===== src/rtl/line_buffer_scanout.sv =====
`default_nettype none
// ============================================================================
// Module      : line_buffer_scanout
// Description : Reader end of the line buffer. Fetches one line word by word
//               (word 0 first) into a 2-entry word FIFO and streams it out one
//               sub-pixel per beat over valid/ready, lowest byte first.
//               Optional feature macro CLEAR_AFTER_READ_EN: when defined,
//               every word read is zeroed through the second buffer port one
//               cycle after its read so the next line starts transparent.
// Revision    : 1.0 - initial release
// ============================================================================
module line_buffer_scanout #(
    parameter int LB_WORDS     = 128,
    parameter int ADDR_W       = 7,
    parameter int PIX_W        = 8,
    parameter int PIX_PER_WORD = 16
) (
    input  logic                          clk_draw,
    input  logic                          rst_draw_n,
    input  logic                          line_start,
    input  logic [ADDR_W:0]               line_words,
    output logic                          lb_rd_en,
    output logic [ADDR_W-1:0]             lb_rd_addr,
    input  logic [PIX_W*PIX_PER_WORD-1:0] lb_rd_data,
    output logic                          lb_clr_en,
    output logic [ADDR_W-1:0]             lb_clr_addr,
    output logic [PIX_W-1:0]              pix_data,
    output logic                          pix_valid,
    input  logic                          pix_ready,
    output logic                          pix_last,
    output logic                          busy
);

    localparam int              c_word_w    = PIX_W * PIX_PER_WORD;
    localparam int              c_idx_w     = $clog2(PIX_PER_WORD);
    localparam logic [ADDR_W:0] c_full_line = (ADDR_W + 1)'(LB_WORDS);
    localparam logic [c_idx_w-1:0] c_last_idx = c_idx_w'(PIX_PER_WORD - 1);

    typedef enum logic [0:0] {
        S_IDLE = 1'b0,
        S_RUN  = 1'b1
    } state_t;

    state_t              r_state;
    logic [ADDR_W:0]     r_line_words;   // words in this line, 1..LB_WORDS
    logic [ADDR_W:0]     r_issued;       // reads issued so far in this line
    logic [ADDR_W:0]     r_words_out;    // index of the word at the FIFO head
    logic                r_inflight;     // a read was issued last cycle
    logic [1:0]          r_count;        // words held in the FIFO
    logic                r_wr_ptr;
    logic                r_rd_ptr;
    logic [c_idx_w-1:0]  r_idx;          // byte index into the head word
    logic [c_word_w-1:0] r_fifo [2];

    logic                w_push;
    logic                w_accept;
    logic                w_word_done;
    logic                w_last_word;
    logic                w_room;
    logic [c_word_w-1:0] w_head;

    // Returning read data is captured exactly one cycle after its strobe.
    assign w_push      = r_inflight;
    assign pix_valid   = (r_count != 2'd0);
    assign w_accept    = pix_valid & pix_ready;
    assign w_word_done = w_accept & (r_idx == c_last_idx);
    assign w_last_word = (r_words_out == (r_line_words - 1'b1));
    assign pix_last    = pix_valid & (r_idx == c_last_idx) & w_last_word;
    assign busy        = (r_state == S_RUN);

    // Words held plus the read still in flight never exceed the FIFO depth.
    assign w_room      = (({1'b0, r_count} + {2'b00, r_inflight}) < 3'd2);
    assign lb_rd_en    = (r_state == S_RUN) & (r_issued < r_line_words) & w_room;
    assign lb_rd_addr  = r_issued[ADDR_W-1:0];

    // Gate the byte mux so an empty FIFO never shows stale storage.
    assign w_head      = r_fifo[r_rd_ptr];
    assign pix_data    = pix_valid ? w_head[r_idx*PIX_W +: PIX_W] : '0;

    // Line control FSM: read issue, FIFO occupancy and byte sequencing.
    always_ff @(posedge clk_draw) begin
        if (!rst_draw_n) begin
            r_state      <= S_IDLE;
            r_line_words <= '0;
            r_issued     <= '0;
            r_words_out  <= '0;
            r_inflight   <= 1'b0;
            r_count      <= 2'd0;
            r_wr_ptr     <= 1'b0;
            r_rd_ptr     <= 1'b0;
            r_idx        <= '0;
        end else begin
            r_inflight <= lb_rd_en;
            case (r_state)
                S_IDLE: begin
                    if (line_start) begin
                        r_line_words <= (line_words == '0) ? c_full_line : line_words;
                        r_issued     <= '0;
                        r_words_out  <= '0;
                        r_idx        <= '0;
                        r_count      <= 2'd0;
                        r_wr_ptr     <= 1'b0;
                        r_rd_ptr     <= 1'b0;
                        r_state      <= S_RUN;
                    end
                end
                S_RUN: begin
                    if (lb_rd_en) begin
                        r_issued <= r_issued + 1'b1;
                    end
                    if (w_push) begin
                        r_wr_ptr <= ~r_wr_ptr;
                    end
                    if (w_word_done) begin
                        r_rd_ptr    <= ~r_rd_ptr;
                        r_idx       <= '0;
                        r_words_out <= r_words_out + 1'b1;
                    end else if (w_accept) begin
                        r_idx <= r_idx + 1'b1;
                    end
                    case ({w_push, w_word_done})
                        2'b10:   r_count <= r_count + 2'd1;
                        2'b01:   r_count <= r_count - 2'd1;
                        default: r_count <= r_count;
                    endcase
                    if (pix_last && pix_ready) begin
                        r_state <= S_IDLE;
                    end
                end
                default: r_state <= S_IDLE;
            endcase
        end
    end

    // Word storage; occupancy lives in the FSM so the data needs no reset.
    always_ff @(posedge clk_draw) begin
        if (w_push) begin
            r_fifo[r_wr_ptr] <= lb_rd_data;
        end
    end

`ifdef CLEAR_AFTER_READ_EN
    logic [ADDR_W-1:0] r_clr_addr;

    // Remember each read address so it can be zeroed the following cycle.
    always_ff @(posedge clk_draw) begin
        if (!rst_draw_n) begin
            r_clr_addr <= '0;
        end else if (lb_rd_en) begin
            r_clr_addr <= lb_rd_addr;
        end
    end

    assign lb_clr_en   = r_inflight;
    assign lb_clr_addr = r_clr_addr;
`else
    assign lb_clr_en   = 1'b0;
    assign lb_clr_addr = '0;
`endif

endmodule
`default_nettype wire


===== config.mk =====
export PLATFORM = sky130hd
export DESIGN_NAME = line_buffer_scanout
export DESIGN_NICKNAME = d
export VERILOG_FILES = /design/src/rtl/line_buffer_scanout.sv
export SDC_FILE = /design/constraint.sdc
export NUM_CORES = 1
export LEC_CHECK = 0
export CAP_MARGIN = 0
export CELL_PAD_IN_SITES_DETAIL_PLACEMENT = 2
export CELL_PAD_IN_SITES_GLOBAL_PLACEMENT = 2
export CORE_ASPECT_RATIO = 2
export CORE_MARGIN = 5
export CORE_UTILIZATION = 37
export CTS_CLUSTER_SIZE = 20
export DETAILED_ROUTE_END_ITERATION = 10
export PLACE_DENSITY = 0.73
export SLEW_MARGIN = 10
export SYNTH_ARGS = -nofsm -noshare
export SYNTH_HDL_FRONTEND = slang
export SYNTH_SLANG_ARGS = --single-unit

===== constraint.sdc =====
create_clock -name clk_draw -period 6.5 [get_ports clk_draw]
set_input_delay 1.3 -clock clk_draw [delete_from_list [all_inputs] [get_ports clk_draw]]
set_output_delay 1.3 -clock clk_draw [all_outputs]
set_load 0.01 [all_outputs]

==> qor.csv, run 1 <==
stage;metric;value;unit
status;status;finished clean;
worst_setup_path;reg2reg setup slack;3820;ps
sta;final setup margin;1380;ps
place;Placement Cell Area;14000;µm²
sta;fin crit share;78.8;%
detailed_routing;remaining antenna violation count;0;
power;P_leak;4.79;nW
die;number of top-level pins;167;
worst_hold_path;Hold Crit Start;r_issued[7];
finish;Layout area overhead;23.0;%
detailed_routing;total iterations of the first detailed-routing run;4;
worst_setup_path;Setup crit end;pix_data[5];
finish;commonest non-fill, non-tap cells in the layout;256 x edfxtp_1, 158 x clkdlybuf4s50_1, 39 x mux4_2, 39 x nand2_1, 33 x mux4_1;
grt;All-Layer GR Usage;17.3;%
finish;nets@finish;980;
clocking;hold buffers post-CTS;0;
die;Rows;94;
sta;clock period minus worst slack;5120;ps
worst_hold_path;worst hold path class;reg -> reg;
clocking;H-tree levels;1;
worst_setup_path;worst-path fanout max;44;
clocking;CTS Buf Count;27;
grt;layer with the highest usage;met2;
clocking;Root Buffer;clkbuf_16;
finish;most common cell after layout, fill and taps aside;edfxtp_1;
die;width of the die;138;µm
sta;Hold Vio Cnt, Final;0;
synthesis;post-synth cell types;50;
worst_setup_path;FF-to-FF Start;r_idx[0];
clocking;Clock Path Buffers;3;
sta;Slew HR;30.2;%
synthesis;Seq/Total Area, Yosys;69.0;%
detailed_routing;routed wire length;32.1;mm
die;starting density of the core;37.2;%
synthesis;Synth Area per Inst;18.0;µm²
worst_setup_path;Worst Reg-to-Reg Cells;6;
grt;global routing met3 resource utilization;2.41;%
clocking;CTS clk-pin slew, worst paths;70;ps
power;Design Power;4.01;mW
detailed_routing;vias per cell;5.19;
worst_setup_path;Crit Path Category;reg -> out;
grt;met1 Track Usage GR;18.1;%
die;core area;32700;µm²
grt;largest net degree at the start of global routing;69;
clocking;Worst-Skew Late Latency;550;ps
clocking;clk sink count;291;
place;Port-buffer cells;158;
finish;final instance area;14900;µm²
place;pre-CTS WS;1840;ps
clocking;post-cts sizing count;0;
finish;layout cells sized above 1;11.5;%
synthesis;cell count after synthesis;674;
detailed_routing;wire length per cell;25.1;µm
die;die height;266;µm
sta;Slew Limit Fails;0;
clocking;CTS tree;built;
flow_run;total of max-cap violations;0;
sta;unrepaired setup endpoints after global routing;false;
place;HPWL after DPL;23.2;mm
detailed_routing;Via Count;6645;
grt;first-pass GRT wire length;48.3;mm
die;DIE AREA;36800;µm²
synthesis;FFs w/ async S/R, synth;0;%
sta;Final setup viols;0;
grt;initial antenna violation count;1;
worst_setup_path;reg-to-reg endpoint;busy;
sta;Setup Skew;17.2;ps
synthesis;Post-synth EDFFs;256;
sta;setup TNS;0;ps
place;global placement routability congestion;0.758;
sta;Worst Tran Pin Value;1050;ps
sta;hold slack;502;ps
detailed_routing;DRC errors left;0;
grt;gr ovfl total;0;
worst_setup_path;crit end category;output port;
finish;Antenna Diode Count;0;
synthesis;number of synthesized register bits;291;
detailed_routing;Starting DRT DRC Count;338;
grt;grt met2 use;34.8;%
grt;vias in the first global route;7690;
worst_setup_path;Worst EP required;5200;ps
sta;Max Freq;0.195;GHz
power;worst IR drop on VDD;0.220;mV
synthesis;synthesis warning total;0;
synthesis;Top FF cell, synth;edfxtp_1;
worst_setup_path;worst path arrival time;3820;ps
clocking;Post-CTS Setup Inserts;0;
synthesis;mapped cell area;12100;µm²
worst_setup_path;CP Launch Type;flip-flop;
power;Power Density;269;nW/µm²
==> cell type report <==
cell class | instances | area (µm²)
Timing Repair Buffer | 167 | 1650
Clock buffer | 29 | 683
Clock inverter | 20 | 241
Sequential cell | 291 | 8390
Tap cell | 432 | 541
Fill cell | 3100 | 17800
Inverter | 17 | 63.8
Multi-Input combinational cell | 325 | 3370
==> per-layer routing <==
metal,vias to the layer above,wire [µm]
li1,2991,-
met1,3436,11200
met2,165,18800
met3,51,1070
met4,2,1020
met5,-,13
==> power by group <==
group	internal (mW)	total (mW)	switching [mW]
Sequential	2.08	2.10	0.0222
Combinational	0.125	0.233	0.108
Clock	0.964	1.68	0.715
Total	3.17	4.01	0.846
==> kinds of logic (layout without fill, tap and decap cells) <==
logic type	after synthesis	after routing	share of synthesized area (%)
muxes	85	85	15.4
DFF	291	291	69.0
and+or+nand+nor	132	132	5.66
adders and majority gates	11	11	1.13
AOI/OAI and AO/OA	75	75	4.18
buffers and inverters	65	233	3.50
other	1	8	0.0309
xor gates and xnor gates	14	14	1.01
==> worst min path at each step <==
stage	endpoint	slack (ps)	cells after the start
after global placement	r_issued[7]	480	2
after detailed placement	r_issued[7]	500	2
after floorplan	r_issued[7]	450	2
after global routing	r_issued[7]	530	2
final	r_issued[7]	500	2
after CTS	r_issued[7]	510	2
==> critical path: stages (launching register included) <==
cell and delay, ps:
dfxtp_4 880, buf_4 520, mux4_1 620, mux4_2 490
nor2b_1 140, a2111oi_1 70, clkdlybuf4s50_1 540
==> stage by stage <==
stage | util (%) | instances
detailed placement | 42.9 | 1232
CTS | 45.7 | 1281
global placement | 42.9 | 1232
global route | 45.7 | 1281
floorplan | - | 681
finish | 45.7 | 1281
==> cells in the mapped netlist, types with 12 or more instances <==
cell type	number	area, µm²
nand2_1	39	146
buf_4	20	150
nor2b_1	13	81.3
nor2_1	13	48.8
clkbuf_1	12	45.0
a21oi_1	17	85.1
mux2i_1	13	130
mux4_1	33	867
mux4_2	39	878
nand3_1	14	70.1
edfxtp_1	256	7690
dfxtp_1	35	701
==> state kept, by name, summed over array words and instances (netlist names), named ones only <==
signal,flops
r_idx,4
r_fifo,256
r_inflight,1
r_wr_ptr,1
busy,1
r_words_out,8
r_rd_ptr,1
r_line_words,8
r_count,2
r_issued,8
(Power assumes the default switching activity.)
==> run 2, diff against run 1 <==
--- a/config.mk
+++ b/config.mk
@@ -13,7 +13,7 @@
 export CORE_UTILIZATION = 37
 export CTS_CLUSTER_SIZE = 20
 export DETAILED_ROUTE_END_ITERATION = 10
-export PLACE_DENSITY = 0.73
+export PLACE_DENSITY = 0.71
 export SLEW_MARGIN = 10
 export SYNTH_ARGS = -nofsm -noshare
 export SYNTH_HDL_FRONTEND = slang
==> constraint.sdc (replaced) <==
create_clock -name clk_draw -period 4.8 [get_ports clk_draw]
set_input_delay 0.96 -clock clk_draw [delete_from_list [all_inputs] [get_ports clk_draw]]
set_output_delay 0.96 -clock clk_draw [all_outputs]
set_load 0.01 [all_outputs]
==> qor.csv, run 2 (synthesis results as in run 1) <==
stage;metric;value;unit
grt;gr ovfl total;0;
grt;met1 Track Usage GR;17.9;%
sta;Final setup viols;0;
die;DIE AREA;36800;µm²
sta;Max Freq;0.224;GHz
worst_setup_path;Worst EP required;3840;ps
finish;largest register by flop count;r_fifo;
clocking;hold buffers post-CTS;0;
finish;max FFs per register;256;
sta;Worst Tran Pin Value;1130;ps
status;status;finished clean;
place;Placement Cell Area;14100;µm²
detailed_routing;remaining antenna violation count;0;
finish;Layout area overhead;23.9;%
sta;Hold Vio Cnt, Final;0;
sta;Slew HR;24.3;%
flow_run;total of max-cap violations;0;
sta;Setup Skew;5.84;ps
sta;unrepaired setup endpoints after global routing;false;
finish;most common cell after layout, fill and taps aside;edfxtp_1;
power;worst IR drop on VDD;0.277;mV
clocking;CTS clk-pin slew, worst paths;70;ps
finish;layout cells sized above 1;12.2;%
die;core area;32700;µm²
finish;commonest non-fill, non-tap cells in the layout;256 x edfxtp_1, 158 x clkdlybuf4s50_1, 39 x mux4_2, 39 x nand2_1, 33 x mux4_1;
power;P_leak;4.85;nW
clocking;post-cts sizing count;0;
worst_setup_path;worst-path fanout max;40;
detailed_routing;routed wire length;31.8;mm
worst_setup_path;reg-to-reg endpoint;busy;
detailed_routing;vias per cell;5.22;
die;die height;266;µm
sta;clock period minus worst slack;4470;ps
place;global placement routability congestion;0.768;
grt;layer with the highest usage;met2;
worst_setup_path;worst path arrival time;3510;ps
worst_setup_path;reg2reg setup slack;2450;ps
detailed_routing;DRC errors left;0;
worst_setup_path;crit end category;output port;
die;width of the die;138;µm
grt;largest net degree at the start of global routing;129;
grt;first-pass GRT wire length;48.2;mm
clocking;Root Buffer;clkbuf_16;
worst_setup_path;Crit path largest cell delay;830;ps
power;Design Power;5.52;mW
power;Power Density;367;nW/µm²
place;HPWL after DPL;22.9;mm
place;pre-CTS WS;747;ps
worst_setup_path;slowest CP cell;dfxtp_4;
clocking;clk sink count;291;
die;starting density of the core;37.2;%
sta;final setup margin;326;ps
grt;global routing met3 resource utilization;2.59;%
die;number of top-level pins;167;
sta;fin crit share;93.2;%
worst_hold_path;worst hold path class;reg -> reg;
detailed_routing;wire length per cell;24.7;µm
place;Port-buffer cells;158;
finish;final instance area;15100;µm²
grt;vias in the first global route;7738;
worst_setup_path;Crit Path Category;reg -> out;
finish;Antenna Diode Count;0;
grt;grt met2 use;34.9;%
grt;initial antenna violation count;0;
sta;Slew Limit Fails;0;
detailed_routing;Starting DRT DRC Count;342;
clocking;CTS tree;built;
worst_setup_path;Worst Reg-to-Reg Cells;6;
place;placed cell count;1234;
detailed_routing;total iterations of the first detailed-routing run;4;
finish;non-filler cells, final;1287;
worst_setup_path;FF-to-FF Start;r_idx[1];
worst_setup_path;CP Launch Type;flip-flop;
die;Rows;94;
clocking;Worst-Skew Late Latency;550;ps
sta;setup TNS;0;ps
clocking;Clock Path Buffers;3;
clocking;Post-CTS Setup Inserts;0;
finish;Final Util;46.0;%
finish;nets@finish;984;
sta;hold slack;503;ps
clocking;CTS Buf Count;29;
clocking;H-tree levels;1;
grt;All-Layer GR Usage;17.1;%
worst_setup_path;Setup crit end;pix_data[7];
detailed_routing;Via Count;6722;
worst_setup_path;worst-path cell chain;mux4_1, mux4_2, clkinv_1, a2111oi_1, clkdlybuf4s50_1;
==> run 2: worst min path at each step <==
| stage | cells after the start | endpoint | slack [ps] | from |
|---|---|---|---|---|
| global route | 2 | r_issued[7] | 540 | r_issued[7] |
| detailed placement | 2 | r_issued[7] | 500 | r_issued[7] |
| global placement | 2 | r_issued[7] | 490 | r_issued[7] |
| finish | 2 | r_issued[7] | 500 | r_issued[7] |
| floorplan | 2 | r_issued[7] | 450 | r_issued[7] |
| CTS | 2 | r_issued[7] | 510 | r_issued[7] |
==> run 2: where the power goes <==
part,switching [mW],leakage (nW),internal [mW]
logic,0.146,1.76,0.169
registers,0.0292,2.61,2.82
clock network,0.976,0.479,1.38
==> run 2: final cells by class <==
type | count | area (µm²)
Multi-Input combinational cell | 325 | 3370
Timing Repair Buffer | 169 | 1690
Tap cell | 432 | 541
Clock inverter | 23 | 264
Clock buffer | 30 | 729
Inverter | 17 | 63.8
Sequential cell | 291 | 8400
Fill cell | 3069 | 17600
==> run 2: per-layer routing <==
metal  share of wire (%)  vias to the layer above
met5                   0                        -
met4                 2.0                        0
met3                 3.3                       38
met2                  60                      140
met1                  35                     3538
li1                    -                     3006
==> run 2: critical path: cells and delay by family (launching register included) <==
kind	cells	cell delay, ps
DFF	1	830
buffers and inverters	2	760
muxes	2	690
AOI/OAI and AO/OA	1	630
==> run 3, diff against run 2 <==
--- a/config.mk
+++ b/config.mk
@@ -6,14 +6,14 @@
 export NUM_CORES = 1
 export LEC_CHECK = 0
 export CAP_MARGIN = 0
-export CELL_PAD_IN_SITES_DETAIL_PLACEMENT = 2
-export CELL_PAD_IN_SITES_GLOBAL_PLACEMENT = 2
+export CELL_PAD_IN_SITES_DETAIL_PLACEMENT = 0
+export CELL_PAD_IN_SITES_GLOBAL_PLACEMENT = 1
 export CORE_ASPECT_RATIO = 2
 export CORE_MARGIN = 5
 export CORE_UTILIZATION = 37
 export CTS_CLUSTER_SIZE = 20
 export DETAILED_ROUTE_END_ITERATION = 10
-export PLACE_DENSITY = 0.71
+export PLACE_DENSITY = 0.63
 export SLEW_MARGIN = 10
 export SYNTH_ARGS = -nofsm -noshare
 export SYNTH_HDL_FRONTEND = slang
==> qor.csv, run 3 (synthesis results as in run 1) <==
stage;metric;value;unit
grt;All-Layer GR Usage;15.0;%
grt;global routing met3 resource utilization;2.50;%
finish;final instance area;15000;µm²
die;width of the die;138;µm
grt;layer with the highest usage;met2;
grt;met1 Track Usage GR;15.3;%
clocking;CTS tree;built;
grt;initial antenna violation count;0;
die;number of top-level pins;167;
finish;largest register by flop count;r_fifo;
finish;non-filler cells, final;1283;
worst_setup_path;CP Launch Type;flip-flop;
sta;setup TNS;0;ps
finish;nets@finish;983;
sta;Hold Vio Cnt, Final;0;
worst_setup_path;worst-path fanout max;32;
place;Placement Cell Area;14100;µm²
clocking;post-cts sizing count;0;
sta;clock period minus worst slack;4430;ps
worst_setup_path;worst path arrival time;3470;ps
sta;final setup margin;372;ps
place;pre-CTS WS;805;ps
clocking;CTS Buf Count;27;
finish;Final Util;45.7;%
detailed_routing;DRC errors left;0;
clocking;clk sink count;291;
grt;largest net degree at the start of global routing;129;
power;Power Density;356;nW/µm²
die;die height;266;µm
sta;Max Freq;0.226;GHz
grt;vias in the first global route;7141;
clocking;Root Buffer;clkbuf_16;
place;global placement routability congestion;0.775;
worst_setup_path;crit end category;output port;
sta;fin crit share;92.2;%
sta;Slew HR;36.7;%
die;starting density of the core;37.2;%
status;status;finished clean;
detailed_routing;Via Count;6471;
sta;Setup Skew;13.9;ps
place;Port-buffer cells;158;
finish;max FFs per register;256;
power;worst IR drop on VDD;0.256;mV
die;DIE AREA;36800;µm²
detailed_routing;total iterations of the first detailed-routing run;4;
clocking;Worst-Skew Late Latency;550;ps
finish;FF/Latch Area;8390;µm²
place;placed cell count;1235;
finish;Multi-input gate area;3370;µm²
grt;grt met2 use;30.6;%
clocking;Post-CTS Setup Inserts;0;
place;HPWL after DPL;20.2;mm
finish;Antenna Diode Count;0;
flow_run;total of max-cap violations;0;
clocking;CTS clk-pin slew, worst paths;60;ps
worst_setup_path;Worst EP required;3840;ps
worst_setup_path;Crit Path Category;reg -> out;
detailed_routing;routed wire length;28.2;mm
finish;most common cell after layout, fill and taps aside;edfxtp_1;
clocking;H-tree levels;1;
worst_hold_path;worst hold path class;reg -> reg;
sta;Final setup viols;0;
die;core area;32700;µm²
finish;# fillers;2896;
detailed_routing;vias per cell;5.04;
sta;Slew Limit Fails;0;
finish;commonest non-fill, non-tap cells in the layout;256 x edfxtp_1, 158 x clkdlybuf4s50_1, 39 x mux4_2, 39 x nand2_1, 33 x mux4_1;
detailed_routing;wire length per cell;22.0;µm
clocking;hold buffers post-CTS;0;
detailed_routing;Starting DRT DRC Count;353;
sta;unrepaired setup endpoints after global routing;false;
sta;Worst Tran Pin Value;950;ps
detailed_routing;remaining antenna violation count;0;
finish;layout cells sized above 1;11.3;%
power;P_leak;4.80;nW
finish;Layout area overhead;23.1;%
die;Rows;94;
sta;hold slack;499;ps
clocking;Clock Path Buffers;3;
grt;gr ovfl total;0;
power;Design Power;5.32;mW
grt;first-pass GRT wire length;42.2;mm
[run 3: changes by cell type in the layout (fill, tap and decap cells not counted)]
cell / previous run / this run
dfxtp_2: 1 / 2
clkinv_1: 11 / 10
clkinv_8: 0 / 1
bufinv_16: 5 / 4
buf_4: 9 / 10
inv_6: 3 / 1
clkinv_4: 3 / 0
dfxtp_4: 2 / 1
clkbuf_16: 29 / 27
clkbuf_1: 1 / 6
clkinvlp_4: 3 / 1
[run 3: report_power, final]
group	leakage (nW)	internal, mW	switching, mW
logic	1.76	0.170	0.138
clock network	0.430	1.25	0.917
registers	2.61	2.82	0.0251
[run 3: layout make-up]
type | instances | area share, %
Sequential cell | 291 | 56.1
Multi-Input combinational cell | 325 | 22.6
Timing Repair Buffer | 170 | 11.3
Clock buffer | 33 | 4.67
Tap cell | 432 | 3.61
Clock inverter | 15 | 1.26
Inverter | 17 | 0.427
[run 3: final timing paths]
kind,from,end,slack [ps],depth (start not counted)
hold reg to reg,r_issued[7],r_issued[7],500,2
setup / recovery,flip-flop,pix_data[3],370,5
setup reg to reg,r_idx[1],busy,2360,6
hold / removal,r_issued[7],r_issued[7],500,2
[run 3: worst max-delay path, cell delays in order, from the launching register on]
cell and delay, ps:
dfxtp_4 720, buf_4 440, mux4_1 340, o22ai_1 110, a2111oi_1 640, clkdlybuf4s50_1 670
[run 3: layer usage]
metal	wire length, µm	vias to the layer above
li1	-	3003
met1	9630	3269
met2	16700	162
met3	1240	37
met4	644	0
met5	0	-
